**config.mk**
```make
export PLATFORM = sky130hd
export DESIGN_NAME = input_port_buffer
export DESIGN_NICKNAME = d
export VERILOG_FILES = /design/src/rtl/input_port_buffer.sv
export SDC_FILE = /design/constraint.sdc
export NUM_CORES = 1
export LEC_CHECK = 0
export CAP_MARGIN = 0
export CORE_MARGIN = 2
export CORE_UTILIZATION = 55
export DETAILED_ROUTE_END_ITERATION = 16
export PLACE_DENSITY_LB_ADDON = 0.25
export SLEW_MARGIN = 20
export SYNTH_ARGS = -nofsm -noshare
export SYNTH_HDL_FRONTEND = slang
export SYNTH_SLANG_ARGS = --single-unit
```
**constraint.sdc**
```tcl
create_clock -name clk -period 2.6 [get_ports clk]
set_input_delay 0.52 -clock clk [delete_from_list [all_inputs] [get_ports clk]]
set_output_delay 0.52 -clock clk [all_outputs]
set_load 0.005 [all_outputs]
```
**src/rtl/input_port_buffer.sv**
```systemverilog
// Receive-side router input buffer: a first-word-fall-through FIFO that stores each
// flit together with its precomputed one-hot XY route label.
module input_port_buffer #(
   parameter int DATASIZE  = 30,
   parameter int DEPTH     = 4,
   parameter int WIDTH     = 2,
   parameter int COORD_W   = 2,
   parameter int router_ID = 6
) (
   input  logic                clk,
   input  logic                rst_n,
   input  logic [DATASIZE-1:0] data_in,
   input  logic                valid_in,
   output logic                full,
   output logic [DATASIZE-1:0] data_out,
   output logic [4:0]          label,
   input  logic                ready,
   output logic                empty,
   output logic [WIDTH:0]      count,
   output logic                ovf_err
);

   // Label bit order is {W,N,E,S,L}
   localparam logic [4:0] LBL_W = 5'b10000;
   localparam logic [4:0] LBL_N = 5'b01000;
   localparam logic [4:0] LBL_E = 5'b00100;
   localparam logic [4:0] LBL_S = 5'b00010;
   localparam logic [4:0] LBL_L = 5'b00001;

   localparam logic [2*COORD_W-1:0] CUR_ID     = (2*COORD_W)'(router_ID);
   localparam logic [COORD_W-1:0]   CUR_X      = CUR_ID[COORD_W-1:0];
   localparam logic [COORD_W-1:0]   CUR_Y      = CUR_ID[2*COORD_W-1:COORD_W];
   localparam logic [WIDTH:0]       COUNT_FULL = (WIDTH+1)'(DEPTH);
   localparam logic [WIDTH:0]       COUNT_ONE  = (WIDTH+1)'(1);
   localparam logic [WIDTH-1:0]     PTR_ONE    = WIDTH'(1);

   logic [DATASIZE-1:0] data_mem  [DEPTH];
   logic [4:0]          label_mem [DEPTH];

   logic [WIDTH-1:0] wr_ptr_q, wr_ptr_d;
   logic [WIDTH-1:0] rd_ptr_q, rd_ptr_d;
   logic [WIDTH:0]   count_q, count_d;
   logic             ovf_q, ovf_d;

   logic                 push;
   logic                 pop;
   logic [2*COORD_W-1:0] dst;
   logic [COORD_W-1:0]   dst_x;
   logic [COORD_W-1:0]   dst_y;
   logic [4:0]           route_label;

   assign full  = (count_q == COUNT_FULL);
   assign empty = (count_q == '0);
   assign count   = count_q;
   assign ovf_err = ovf_q;

   // Both qualifiers come from the registered count only, so a pop on a full
   // buffer never frees room for a same-cycle push.
   assign push = valid_in & ~full;
   assign pop  = ready & ~empty;

   assign dst   = data_in[DATASIZE-1 -: 2*COORD_W];
   assign dst_x = dst[COORD_W-1:0];
   assign dst_y = dst[2*COORD_W-1:COORD_W];

   // X is resolved before Y; a matching X and Y delivers locally.
   always_comb begin
      route_label = LBL_L;
      if (dst_x > CUR_X) begin
         route_label = LBL_E;
      end else if (dst_x < CUR_X) begin
         route_label = LBL_W;
      end else if (dst_y < CUR_Y) begin
         route_label = LBL_N;
      end else if (dst_y > CUR_Y) begin
         route_label = LBL_S;
      end
   end

   always_comb begin
      wr_ptr_d = wr_ptr_q;
      rd_ptr_d = rd_ptr_q;
      count_d  = count_q;
      ovf_d    = ovf_q;
      if (push) begin
         wr_ptr_d = wr_ptr_q + PTR_ONE;
      end
      if (pop) begin
         rd_ptr_d = rd_ptr_q + PTR_ONE;
      end
      case ({push, pop})
         2'b10:   count_d = count_q + COUNT_ONE;
         2'b01:   count_d = count_q - COUNT_ONE;
         default: count_d = count_q;
      endcase
      if (valid_in && full) begin
         ovf_d = 1'b1;
      end
   end

   always_ff @(posedge clk or negedge rst_n) begin
      if (!rst_n) begin
         wr_ptr_q <= '0;
         rd_ptr_q <= '0;
         count_q  <= '0;
         ovf_q    <= 1'b0;
      end else begin
         wr_ptr_q <= wr_ptr_d;
         rd_ptr_q <= rd_ptr_d;
         count_q  <= count_d;
         ovf_q    <= ovf_d;
      end
   end

   // Storage carries no reset: stale entries are masked by the empty gating below.
   always_ff @(posedge clk) begin
      if (push) begin
         data_mem[wr_ptr_q]  <= data_in;
         label_mem[wr_ptr_q] <= route_label;
      end
   end

   assign data_out = empty ? '0 : data_mem[rd_ptr_q];
   assign label    = empty ? '0 : label_mem[rd_ptr_q];

endmodule

```
==> results of run 1 <==
sequential cells by signal, indices dropped and copies added (netlist names):
name       cells
label_mem     20
ovf_err        1
rd_ptr_q       2
data_mem     120
count          3
wr_ptr_q       2
critical path, stage by stage, from the launching register on:
cell	delay, ps
dfrtp_2	430
buf_12	150
buf_8	130
buf_16	130
buf_6	110
mux4_2	420
nor2b_4	150
buf_6	110
path summary, 6_finish.rpt:
check / startpoint / endpoint / slack, ps / cells after the start
min in group clk: ovf_err / ovf_err / 460 / 1
hold / removal: rst_n / ovf_err / 300 / 1
setup / recovery: rd_ptr_q[0] / label[0] / -50 / 7
hold reg to reg: ovf_err / ovf_err / 460 / 1
setup reg to reg: count[0] / count[2] / 180 / 10
max in group asynchronous: rst_n / rd_ptr_q[1] / 1970 / 1
cell families (layout without fill, tap and decap cells):
group | count (synthesis) | after routing | synth area share, %
multiplexers | 37 | 37 | 13.92
buffers and inverters | 19 | 146 | 2.324
XOR/XNOR | 6 | 6 | 0.9036
flip-flops | 148 | 148 | 75.73
adder cells (fa/ha/maj) | 6 | 6 | 1.420
AND/OR/NAND/NOR | 50 | 50 | 5.572
AO/OA/AOI/OAI | 1 | 1 | 0.1291
per-layer routing:
metal	vias to the layer above	GRT usage, %
met2	100	34.76
met4	0	7.236
met1	1556	28.99
met5	-	0
met3	14	5.471
li1	1291	-
cell type report:
class / count / area (um^2) / share of cell area, %
tap: 136 / 170.2 / 2.222
clock inverter: 14 / 152.6 / 1.993
timing repair buffer: 107 / 1086 / 14.18
multi-input combinational: 100 / 1395 / 18.22
sequential: 148 / 4409 / 57.58
inverter: 7 / 26.28 / 0.3431
clock buffer: 18 / 417.9 / 5.458
timing repair:
action / in CTS / in global routing
hold endpoints to repair: 0 / 0
pin swaps: 1 / 0
gates resized for setup: 65 / 66
cloned: 5 / 0
hold buffers: 0 / 0
setup buffers: 9 / 6
endpoints found under the setup margin: 36 / 36
where the power goes:
part | leakage [nW] | total [mW] | switching [mW] | internal, mW
Sequential | 1.37 | 3.34 | 0.173 | 3.17
Clock | 0.270 | 2.32 | 0.945 | 1.37
Combinational | 1.11 | 3.57 | 1.49 | 2.08
Total | 2.76 | 9.24 | 2.61 | 6.62
synthesized netlist by cell type, drive strengths merged:
cell,number
nand2,1
inv,7
fa,1
nor2,2
mux2,1
mux2i,1
nor3,1
nor4b,1
and2,5
xor2,4
edfxtp,140
xnor2,2
buf,10
clkbuf,2
nor3b,2
nor4,1
dfrtp,8
ha,5
nor2b,37
mux4,35
a21o,1
per-stage QoR:
stage / util (%) / worst slack (ps) / cell area [um^2] / std cells / TNS (ps)
2_1_floorplan: - / 497.7 / 5816 / 267 / 0
3_3_place_gp: 66.02 / 278.3 / 6785 / 479 / 0
3_5_place_dp: 66.02 / 231.1 / 6785 / 479 / 0
4_1_cts: 73.64 / -101.4 / 7569 / 525 / -1432
5_1_grt: 74.51 / -115.8 / 7657 / 530 / -1057
6_report: 74.51 / -53.45 / 7657 / 530 / -116.7
==> results.md, run 1 <==
* Initial DRC count at about 230
* IO Pins at 75
* Leak at 2.756 nW
* Post-Syn Instances at approximately 270
* Critical path arrival at 2130 ps
* Synth Net Count at 307
* Routed WL at 11.33 mm
* Largest net degree at the start of global routing at 28
* Vias at 2,961
* Yosys top cell area share at between 70% and 80%
* Syn Std Cell Area at 5816 um^2
* Total power at 9.238 mW
* Fin worst setup slack at -53.45 ps
* Relative slew slack at 56.12%
* Worst Skew at 6.739 ps
* DRC violations left at 0
* Number of synthesized register bits at 148
* RSZ-0062 raised after global routing: yes
* Die Footprint at 11,410 um^2
* Clock transition at path regs at 60 ps
* Clock buffer depth at 2
* Failing checks: setup timing
* CTS tree: built
* DP Wirelength at roughly 6 mm
* Register area share after synthesis at 75.73%
* Most frequent cells in the layout: edfxtp_1 (140), clkdlybuf4s50_1 (39), mux4_2 (35)
* Tcrit/Tclk final at 102.1%
* CTS Root Cell: clkbuf_8
* Pre-antenna DRT Iters at 4
* Initial core utilization at a little under three fifths
* Max Slew Vio Count at 0
* WL met2 at 5.849 mm
* Total gr overflow at 0
* Core Region at approximately 10,000 um^2
* Per-cell routed wire length at 21.38 um
* Final hold slack at 302.7 ps
* First-pass GRT wire length at 17.33 mm
* Outcome: finished, violations left
* Drt via density at 5.587
* Top Layer Used: met4
* Worst min path class: in2async
* Vias in the first global route at slightly above 3,000
* Max cap viols at 0
* Routed wl met3 at between 500 and 600 um
* Die Height at 106.8 um
* GRT Overall Usage at 21.48%
* Std-Cell Rows at 37
* ANT cells at 0
* Max frequency at 0.3769 GHz
* Commonest non-fill, non-tap cell in the layout: edfxtp_1
* Critical path data required time at 2080 ps
* Antenna Nets Post-Route at 0
* Clk sinks at ~150
* H-tree levels at 4
* Synthesized area per cell at 21.78 um^2
* M1 wire length at 4.806 mm
* Skew-Pair Late Insertion Delay at 510 ps
* Pwr/cell area at 1206 nW/um^2
* Critical Path End Type: primary output
* Share of cells above drive strength 1 at between 30% and 40%
* Area Growth Syn to Fin at 31.67%
* # fillers at 599
* TritonCTS Buffers at 17
* Final hold violation count at 0
* Crit start category: flop
* Leading area contributor after synthesis: edfxtp_1
* Chip width at 106.8 um
* GPL Wtd Cong at 0.7107
* Period minus WS final at around 2700 ps
* Largest cells by area after synthesis: edfxtp_1 (72%), mux4_2 (14%), nor2b_1 (3.8%)
* Distinct cell type count after synthesis at 26
* Worst-path maximum fanout at 5
* Port-buffer cells at 74
* Slew @ Worst Pin at 652.2 ps
* Peak VDD IR at 0.5854 mV
* Yosys warning count at 0
* Count of final setup violators at 4
* Final net count at 421
* WS Path Type: reg2out
* Antenna violations before repair at 0
No activity file was read; power rests on OpenSTA's default activity.
==> run 2, diff against run 1 <==
--- a/config.mk
+++ b/config.mk
@@ -10,6 +10,7 @@
 export CORE_UTILIZATION = 55
 export DETAILED_ROUTE_END_ITERATION = 16
 export PLACE_DENSITY_LB_ADDON = 0.25
+export SKIP_LAST_GASP = 1
 export SLEW_MARGIN = 20
 export SYNTH_ARGS = -nofsm -noshare
 export SYNTH_HDL_FRONTEND = slang
==> results.md, run 2 (same netlist as run 1, synthesis figures left out) <==
* Outcome: finished, violations left
* Failing checks: setup timing
* Initial core utilization at 56.59% (unchanged)
* Per-cell routed wire length at 21.45 um (+0.30%)
* Clock buffer depth at 2 (unchanged)
* Fin worst setup slack at -78.17 ps (-24.72 ps)
* Pre-antenna DRT Iters at 7 (+3)
* CTS hold repair buffers at 0 (unchanged)
* GRT Overall Usage at 21.31% (-0.16 points)
* Worst Skew at 5.996 ps (-0.7427 ps)
* Skew-Pair Late Insertion Delay at 520 ps (about the same)
* Die Height at 106.8 um (unchanged)
* Antenna Nets Post-Route at 0 (unchanged)
* Critical path data required time at 2080 ps (about the same)
* # fillers at 609 (+1.7%)
* ANT cells at 0 (unchanged)
* Slew @ Worst Pin at 681.6 ps (+29.35 ps)
* Worst min path class: in2async
* Max Slew Vio Count at 0 (unchanged)
* Max reg flops at 120 (unchanged)
* Peak VDD IR at 0.7330 mV (+25%)
* Core Region at 10,280 um^2 (unchanged)
* Vias at 2,946 (-0.51%)
* Fin cells at 531 (+0.19%)
* Post-layout util at 74.35% (-0.16 points)
* Leak at 2.757 nW (about the same)
* Max frequency at 0.3734 GHz (-0.92%)
* Worst-path maximum fanout at 5 (unchanged)
* Tcrit/Tclk final at 103.0% (+0.95 points)
* Critical Path End Type: primary output
* FF+latch area at 4407 um^2 (about the same)
* Chip width at 106.8 um (unchanged)
* Crit start category: flop
* Total gr overflow at 0 (unchanged)
* RSZ-0062 raised after global routing: yes
* Inst Count DP at 479 (unchanged)
* Routed WL at 11.39 mm (+0.49%)
* IO Pins at 75 (unchanged)
* Std-Cell Rows at 37 (unchanged)
* Vias in the first global route at 3,073 (+0.23%)
* Pwr/cell area at 1205 nW/um^2 (-0.10%)
* Placement Setup Slack at 231.1 ps (unchanged)
* Max cap viols at 0 (unchanged)
* GPL Wtd Cong at 0.7107 (unchanged)
* TritonCTS Buffers at 17 (unchanged)
* Count of final setup violators at 4 (unchanged)
* WS Path Type: reg2out
* CTS Root Cell: clkbuf_8
* R2R cell count at 10 (unchanged)
* Initial DRC count at 170 (-27%)
* Final hold violation count at 0 (unchanged)
* Total power at 9.209 mW (-0.31%)
* Clock transition at path regs at 60 ps (about the same)
* DRC violations left at 0 (unchanged)
* Critical path arrival at 2160 ps (+30 ps)
* H-tree levels at 4 (unchanged)
* Largest net degree at the start of global routing at 28 (unchanged)
* Area Growth Syn to Fin at 31.39%
* DP Wirelength at 6.040 mm (unchanged)
* Most frequent cells in the layout: edfxtp_1 (140), clkdlybuf4s50_1 (39), mux4_2 (35)
* Drt via density at 5.548 (-0.69%)
* Reg with most FFs: data_mem
* Die Footprint at 11,410 um^2 (unchanged)
* Multi-input logic area at 1383 um^2 (-0.90%)
* Clk sinks at 148 (unchanged)
* Share of cells above drive strength 1 at 37.22% (-0.60 points)
* Antenna violations before repair at 0 (unchanged)
* CTS tree: built
* Commonest non-fill, non-tap cell in the layout: edfxtp_1
* Period minus WS final at 2678 ps (+24.72 ps)
* First-pass GRT wire length at 17.22 mm (-0.59%)
* Port-buffer cells at 74 (unchanged)
* Final net count at 422 (+0.24%)
* Relative slew slack at 54.14% (-2.0 points)
run 2: cell types whose count changed in the layout (fill, tap and decap cells not counted), sizes merged:
cell | before | now
dlygate4sd2 | 7 | 11
clkbuf | 38 | 39
clkdlybuf4s15 | 4 | 0
run 2: area by class of cell:
class | instances | share of cell area (%)
flip-flops and latches | 148 | 57.67
multi-input cells | 100 | 18.09
repair buffers | 108 | 14.20
clock buffers | 18 | 5.469
well taps | 136 | 2.227
clock inverters | 14 | 1.998
inverters | 7 | 0.3439
run 2: worst paths after layout:
kind,from,to,slack (ps)
setup / recovery,rd_ptr_q[0],label[0],-80
hold / removal,rst_n,ovf_err,300
setup reg to reg,count[0],count[2],190
hold reg to reg,ovf_err,ovf_err,470
max in group asynchronous,rst_n,rd_ptr_q[1],1980
min in group clk,ovf_err,ovf_err,470
run 2: what timing repair did:
item / in CTS / in global routing
gates resized for setup: 53 / 67
gates cloned: 5 / 0
endpoints found under the setup margin: 36 / 36
setup buffers: 9 / 7
pin swaps: 1 / 0
run 2: critical path: stages (launching register included):
cell and delay [ps]:
dfrtp_2 430, buf_12 150, buf_8 120, buf_16 130, buf_6 110, mux4_2 430, nor2b_4 150, buf_6 120
run 2: metal layers:
layer  vias to the layer above  global-route usage, %  routed length (um)
li1                       1296                      -                   -
met1                      1539                  28.59                4708
met2                       101                  34.80                5963
met3                        10                  5.350                 596
met4                         0                  7.050                 121
met5                         -                      0                   0
run 2: through the flow:
step                      hold slack (ps)  instance area [um^2]  TNS [ps]
after floorplan                     224.4                  5816         0
after global placement              442.2                  6785         0
after detailed placement            453.4                  6785         0
after CTS                           313.5                  7555     -2231
after global routing                315.0                  7641     -1237
final                               298.2                  7641    -98.95
run 2: power breakdown:
group,switching [mW],internal (mW)
Clock,0.951,1.37
Combinational,1.49,2.05
Sequential,0.173,3.17
==> run 3, diff against run 2 <==
--- a/config.mk
+++ b/config.mk
@@ -6,7 +6,6 @@
 export NUM_CORES = 1
 export LEC_CHECK = 0
 export CAP_MARGIN = 0
-export CORE_MARGIN = 2
 export CORE_UTILIZATION = 55
 export DETAILED_ROUTE_END_ITERATION = 16
 export PLACE_DENSITY_LB_ADDON = 0.25
==> results.md, run 3 (same netlist as run 1, synthesis figures left out) <==
* Outcome: finished, violations left
* Failing checks: setup timing
* Drt via density at 5.442 (-1.9%)
* Pwr/cell area at 1189 nW/um^2 (-1.4%)
* Core Region at 10,280 um^2 (unchanged)
* Total gr overflow at 0 (unchanged)
* Period minus WS final at 2631 ps (-47.04 ps)
* Antenna Nets Post-Route at 0 (unchanged)
* Max Slew Vio Count at 0 (unchanged)
* Skew-Pair Late Insertion Delay at 510 ps (about the same)
* Clk sinks at 148 (unchanged)
* Reg2Reg Setup Slack at 450 ps (+260 ps)
* Max reg flops at 120 (unchanged)
* Setup TNS Final at -46.17 ps (+52.78 ps)
* Tcrit/Tclk final at 101.2% (-1.8 points)
* Critical Path End: data_out[14]
* TritonCTS Buffers at 17 (unchanged)
* Relative slew slack at 53.39% (-0.76 points)
* Die Footprint at 10,990 um^2 (-3.7%)
* Per-cell routed wire length at 20.35 um (-5.1%)
* Slowest-stage cell, CP: dfrtp_2
* DP Wirelength at 5.989 mm (-0.84%)
* Chip width at 104.8 um (-1.9%)
* DRC violations left at 0 (unchanged)
* Crit path buffers/inverters at 4 (-1)
* Worst Skew at 6.152 ps (+0.1553 ps)
* ANT cells at 0 (unchanged)
* Initial core utilization at 56.59% (unchanged)
* Vias at 2,857 (-3.0%)
* Critical Path End Type: primary output
* Post-Layout Inst Area at 7497 um^2 (-1.9%)
* H-tree levels at 4 (unchanged)
* CTS hold repair buffers at 0 (unchanged)
* Worst-path maximum fanout at 6 (+1)
* FF-to-FF End: count[2]
* Inst Count DP at 479 (unchanged)
* Fin cells at 525 (-1.1%)
* Pre-antenna DRT Iters at 4 (-3)
* R2R cell count at 9 (-1)
* Crit start category: flop
* CTS tree: built
* Final hold violation count at 0 (unchanged)
* Std-Cell Rows at 37 (unchanged)
* IO Pins at 75 (unchanged)
* Routed WL at 10.68 mm (-6.2%)
* GRT Overall Usage at 20.93% (-0.38 points)
* Port-buffer cells at 74 (unchanged)
* Leak at 2.682 nW (-2.7%)
* Slew @ Worst Pin at 689.5 ps (+7.935 ps)
* Share of cells above drive strength 1 at 33.93% (-3.3 points)
* First-pass GRT wire length at 16.43 mm (-4.6%)
* Delay-heaviest family, CP: buffers and inverters
* CTS Root Cell: clkbuf_8
* GPL Wtd Cong at 0.6996 (-1.6%)
* Worst Setup SP: rd_ptr_q[0]
* Count of final setup violators at 4 (unchanged)
* Worst min path class: in2async
* Fin worst setup slack at -31.14 ps (+47.04 ps)
* RSZ-0062 raised after global routing: yes
* Commonest non-fill, non-tap cell in the layout: edfxtp_1
* Most frequent cells in the layout: edfxtp_1 (140), clkdlybuf4s50_1 (39), mux4_2 (35)
* Largest net degree at the start of global routing at 24 (-14%)
* Reg2reg start: count[0]
* Max cap viols at 0 (unchanged)
* WS Path Type: reg2out
* Clock buffer depth at 2 (unchanged)
* Initial DRC count at 154 (-9.4%)
* Reg with most FFs: data_mem
* Critical path data required time at 2080 ps (about the same)
* Final net count at 416 (-1.4%)
* Post-layout util at 72.95% (-1.4 points)
* # fillers at 646 (+6.1%)
* CP max stage delay at 430 ps (about the same)
* Number of cells on the critical path at 6 (-1)
* Critical path arrival at 2110 ps (-50 ps)
* Clock transition at path regs at 60 ps (about the same)
* Die Height at 104.8 um (-1.9%)
* Max frequency at 0.3801 GHz (+1.8%)
* Vias in the first global route at 3,033 (-1.3%)
* Placed Instance Area at 6760 um^2 (-0.37%)
* CP cell instances: buf_6, buf_12, buf_16, mux4_2, nor2b_2, clkdlybuf4s15_1
* Area Growth Syn to Fin at 28.92%
* Antenna violations before repair at 0 (unchanged)
* Peak VDD IR at 0.6876 mV (-6.2%)
[run 3: cell count changes in the layout (fill, tap and decap cells not counted), sizes merged, moves of 2 or more]
cell           change
dlygate4sd2        -2
clkbuf            -15
inv                -2
clkdlybuf4s15      +3
buf               +10
[run 3: metrics by stage]
stage | total power [mW] | hold slack [ps] | setup WS [ps]
after floorplan | 5.060 | 224.4 | 497.7
after global placement | 6.404 | 440.8 | 281.8
after detailed placement | 6.464 | 451.8 | 217.9
after CTS | 8.930 | 278.9 | -168.3
after global routing | 9.322 | 303.8 | -85.48
final | 8.913 | 288.2 | -31.14
[run 3: worst min path at each step]
stage,endpoint,slack [ps],depth (start not counted)
5_1_grt,ovf_err,300,1
4_1_cts,ovf_err,280,1
3_5_place_dp,ovf_err,450,1
2_1_floorplan,count[0],220,0
3_3_place_gp,ovf_err,440,1
6_report,ovf_err,290,1
[run 3: final cells by class]
type / instances / area [um^2] / share of cell area (%)
sequential: 148 / 4407 / 58.78
multi-input combinational: 100 / 1341 / 17.89
timing repair buffer: 102 / 973.4 / 12.98
clock buffer: 20 / 425.4 / 5.674
tap: 136 / 170.2 / 2.270
clock inverter: 12 / 153.9 / 2.053
inverter: 7 / 26.28 / 0.3505
[run 3: metal layers]
layer  part of all wire (%)  wire, um  track usage, %
met1                     41      4414           27.42
met5                      0         0               0
met3                    5.0       530           4.429
met2                     53      5641           34.72
met4                   0.91        97           8.149
[run 3: report_power, final]
group | leakage (nW) | switching [mW] | internal, mW | total, mW
combinational | 1.03 | 1.38 | 1.84 | 3.22
clock | 0.276 | 0.902 | 1.46 | 2.36
sequential | 1.38 | 0.165 | 3.17 | 3.33
[run 3: what timing repair did]
action | CTS | global route
resized for setup | 91 | 31
endpoints found under the hold margin | 0 | 0
buffers inserted | 9 | 4
setup endpoints to repair | 35 | 33
cloned | 3 | 0
[run 3: worst reg2reg max path, cell delays in order, from the launching register on]
cell     delay [ps]
dfrtp_1         450
nor3_2          300
buf_6           300
nor2b_1         120
ha_1            220
inv_1            80
fa_1            180
xor2_1          180
nor2_1           70
xor2_1          140
==> RTL edit, RTL diff (settings of run 3) <==
`COORD_W`: 2 -> 3.
--- a/src/rtl/input_port_buffer.sv
+++ b/src/rtl/input_port_buffer.sv
@@ -5,5 +5,5 @@
    parameter int DEPTH     = 4,
    parameter int WIDTH     = 2,
-   parameter int COORD_W   = 2,
+   parameter int COORD_W   = 3,
    parameter int router_ID = 6
 ) (
Function: changed (Yosys sat finds a counterexample within 4 cycles, from zero or initial values and one cycle with rst_n low).
==> RTL edit against run 3 <==
- the flow still finishes with violations (negative setup slack)
- wire length up 3.5%
- cell area down 0.82%
- critical path type unchanged
- clock power up 4%
- synthesized area down 1.3%
- highest routed layer unchanged
- register-to-register slack worse by 50 ps
- sequential cell count down 4
- count of clock-buffer cells in the layout down 2
- hold slack better by 24 ps
- power up 2.0%
- largest cell class unchanged
- worst setup slack better by 28 ps
==> RTL edit: results <==
[worst_setup_path]
crit_arrival_ps = 2080
slowest_stage = sky130_fd_sc_hd__mux4_2
timing.reg2reg.setup_slack_ps = 400

[run_status]
outcome = complete, but fails checks
failing_checks = negative setup slack

[grt]
first_global_vias = 3109
grt_max_degree = 34
groute.usage.overall = 0.2190

[synthesis]
post_synth_inst_count = 262
synth-edff-count = 136
mappedNetlistNets = 302
yosysUniqueCellTypes = 29
synth-async-reset-ratio = 0.05556
yosys-top-cells-count = sky130_fd_sc_hd__edfxtp_1, sky130_fd_sc_hd__mux4_2, sky130_fd_sc_hd__nor2b_1, sky130_fd_sc_hd__nor2b_4, sky130_fd_sc_hd__dfrtp_1
synth-seq-area-share = 0.7463
synth_area_leaders = sky130_fd_sc_hd__edfxtp_1, sky130_fd_sc_hd__mux4_2, sky130_fd_sc_hd__dfrtp_1

[placement]
numPortBuffers = 73
post-dp-hpwl_um = 5898
post_place_cells = 470
place_ws_ps = 213.9
gpl.final_weighted_congestion = 0.6980

[power]
power_leakage_nw = 2.702

[timing]
clock_skew_ps = 6.848
fin_ws_ps = -3.107
setup_viol = 1

[cells_and_area]
final_net_count = 408
nFillCells = 545

[drt]
vias = 2782
finalWirelength_um = 11050
==> RTL edit: cell types whose count changed in the layout (fill, tap and decap cells not counted), moves of 4 or more <==
cell	change
sky130_fd_sc_hd__buf_2	+8
sky130_fd_sc_hd__dlygate4sd2_1	-9
sky130_fd_sc_hd__edfxtp_1	-4
sky130_fd_sc_hd__nor2b_4	+14
sky130_fd_sc_hd__nor2b_1	-16
==> RTL edit: worst max-delay path by stage <==
| stage | end | slack (ps) | cells past startpoint |
|---|---|---|---|
| 3_5_place_dp | count[2] | 210 | 8 |
| 6_report | data_out[12] | -3 | 6 |
| 4_1_cts | data_out[25] | -170 | 7 |
| 5_1_grt | data_out[9] | -60 | 6 |
| 2_1_floorplan | data_mem[0][0] | 490 | 3 |
| 3_3_place_gp | count[2] | 320 | 8 |
==> RTL edit: repair_timing <==
| item | CTS | global route |
|---|---|---|
| gates cloned | 4 | 1 |
| pin swaps | 0 | 1 |
| setup endpoints to repair | 34 | 30 |
| resized for setup | 138 | 25 |
| buffers inserted | 11 | 3 |
==> RTL edit: cell families (layout without fill, tap and decap cells) <==
logic type	after synthesis	count (layout)	share of synthesized area
AO/OA/AOI/OAI	1	1	0.001308
multiplexers	36	36	0.1371
buffers and inverters	18	136	0.02332
other	1	1	0.0006533
XOR/XNOR	6	6	0.009154
flip-flops	144	144	0.7463
AND/OR/NAND/NOR	50	50	0.06779
adder cells (fa/ha/maj)	6	6	0.01439
==> RTL edit: critical path, delay by kind of cell (launching register included) <==
family / cells / cell delay, ps
buf+inv: 4 / 540
mux: 1 / 500
flops: 1 / 390
simple gates: 1 / 140
==> RTL edit: final cells by class <==
type	instances	share of cell area
Clock buffer	18	0.05620
Clock inverter	13	0.02473
Inverter	6	0.003029
Multi-Input combinational cell	100	0.1922
Sequential cell	144	0.5765
Tap cell	133	0.02238
Timing Repair Buffer	99	0.1250
==> RTL edit: per-layer routing <==
metal  track usage  vias up  routed length, µm
li1              -     1254                  -
met1        0.2678     1438               4474
met2        0.3824       83               5999
met3       0.04637        7                489
met4       0.08673        0                 88
met5             0        -                  0
==> RTL edit: power by group <==
group | switching (mW) | internal (mW)
Combinational | 1.45 | 1.94
Sequential | 0.172 | 3.08
Clock | 0.903 | 1.56
==> RTL edit: per-stage QoR <==
step / instance area, µm² / setup TNS, ps / hold WS (ps)
2_1_floorplan: 5741 / 0 / 224.4
3_3_place_gp: 6695 / 0 / 436.8
3_5_place_dp: 6695 / 0 / 456.0
4_1_cts: 7510 / -1727 / 296.5
5_1_grt: 7436 / -405.7 / 317.6
6_report: 7436 / -3.107 / 312.0
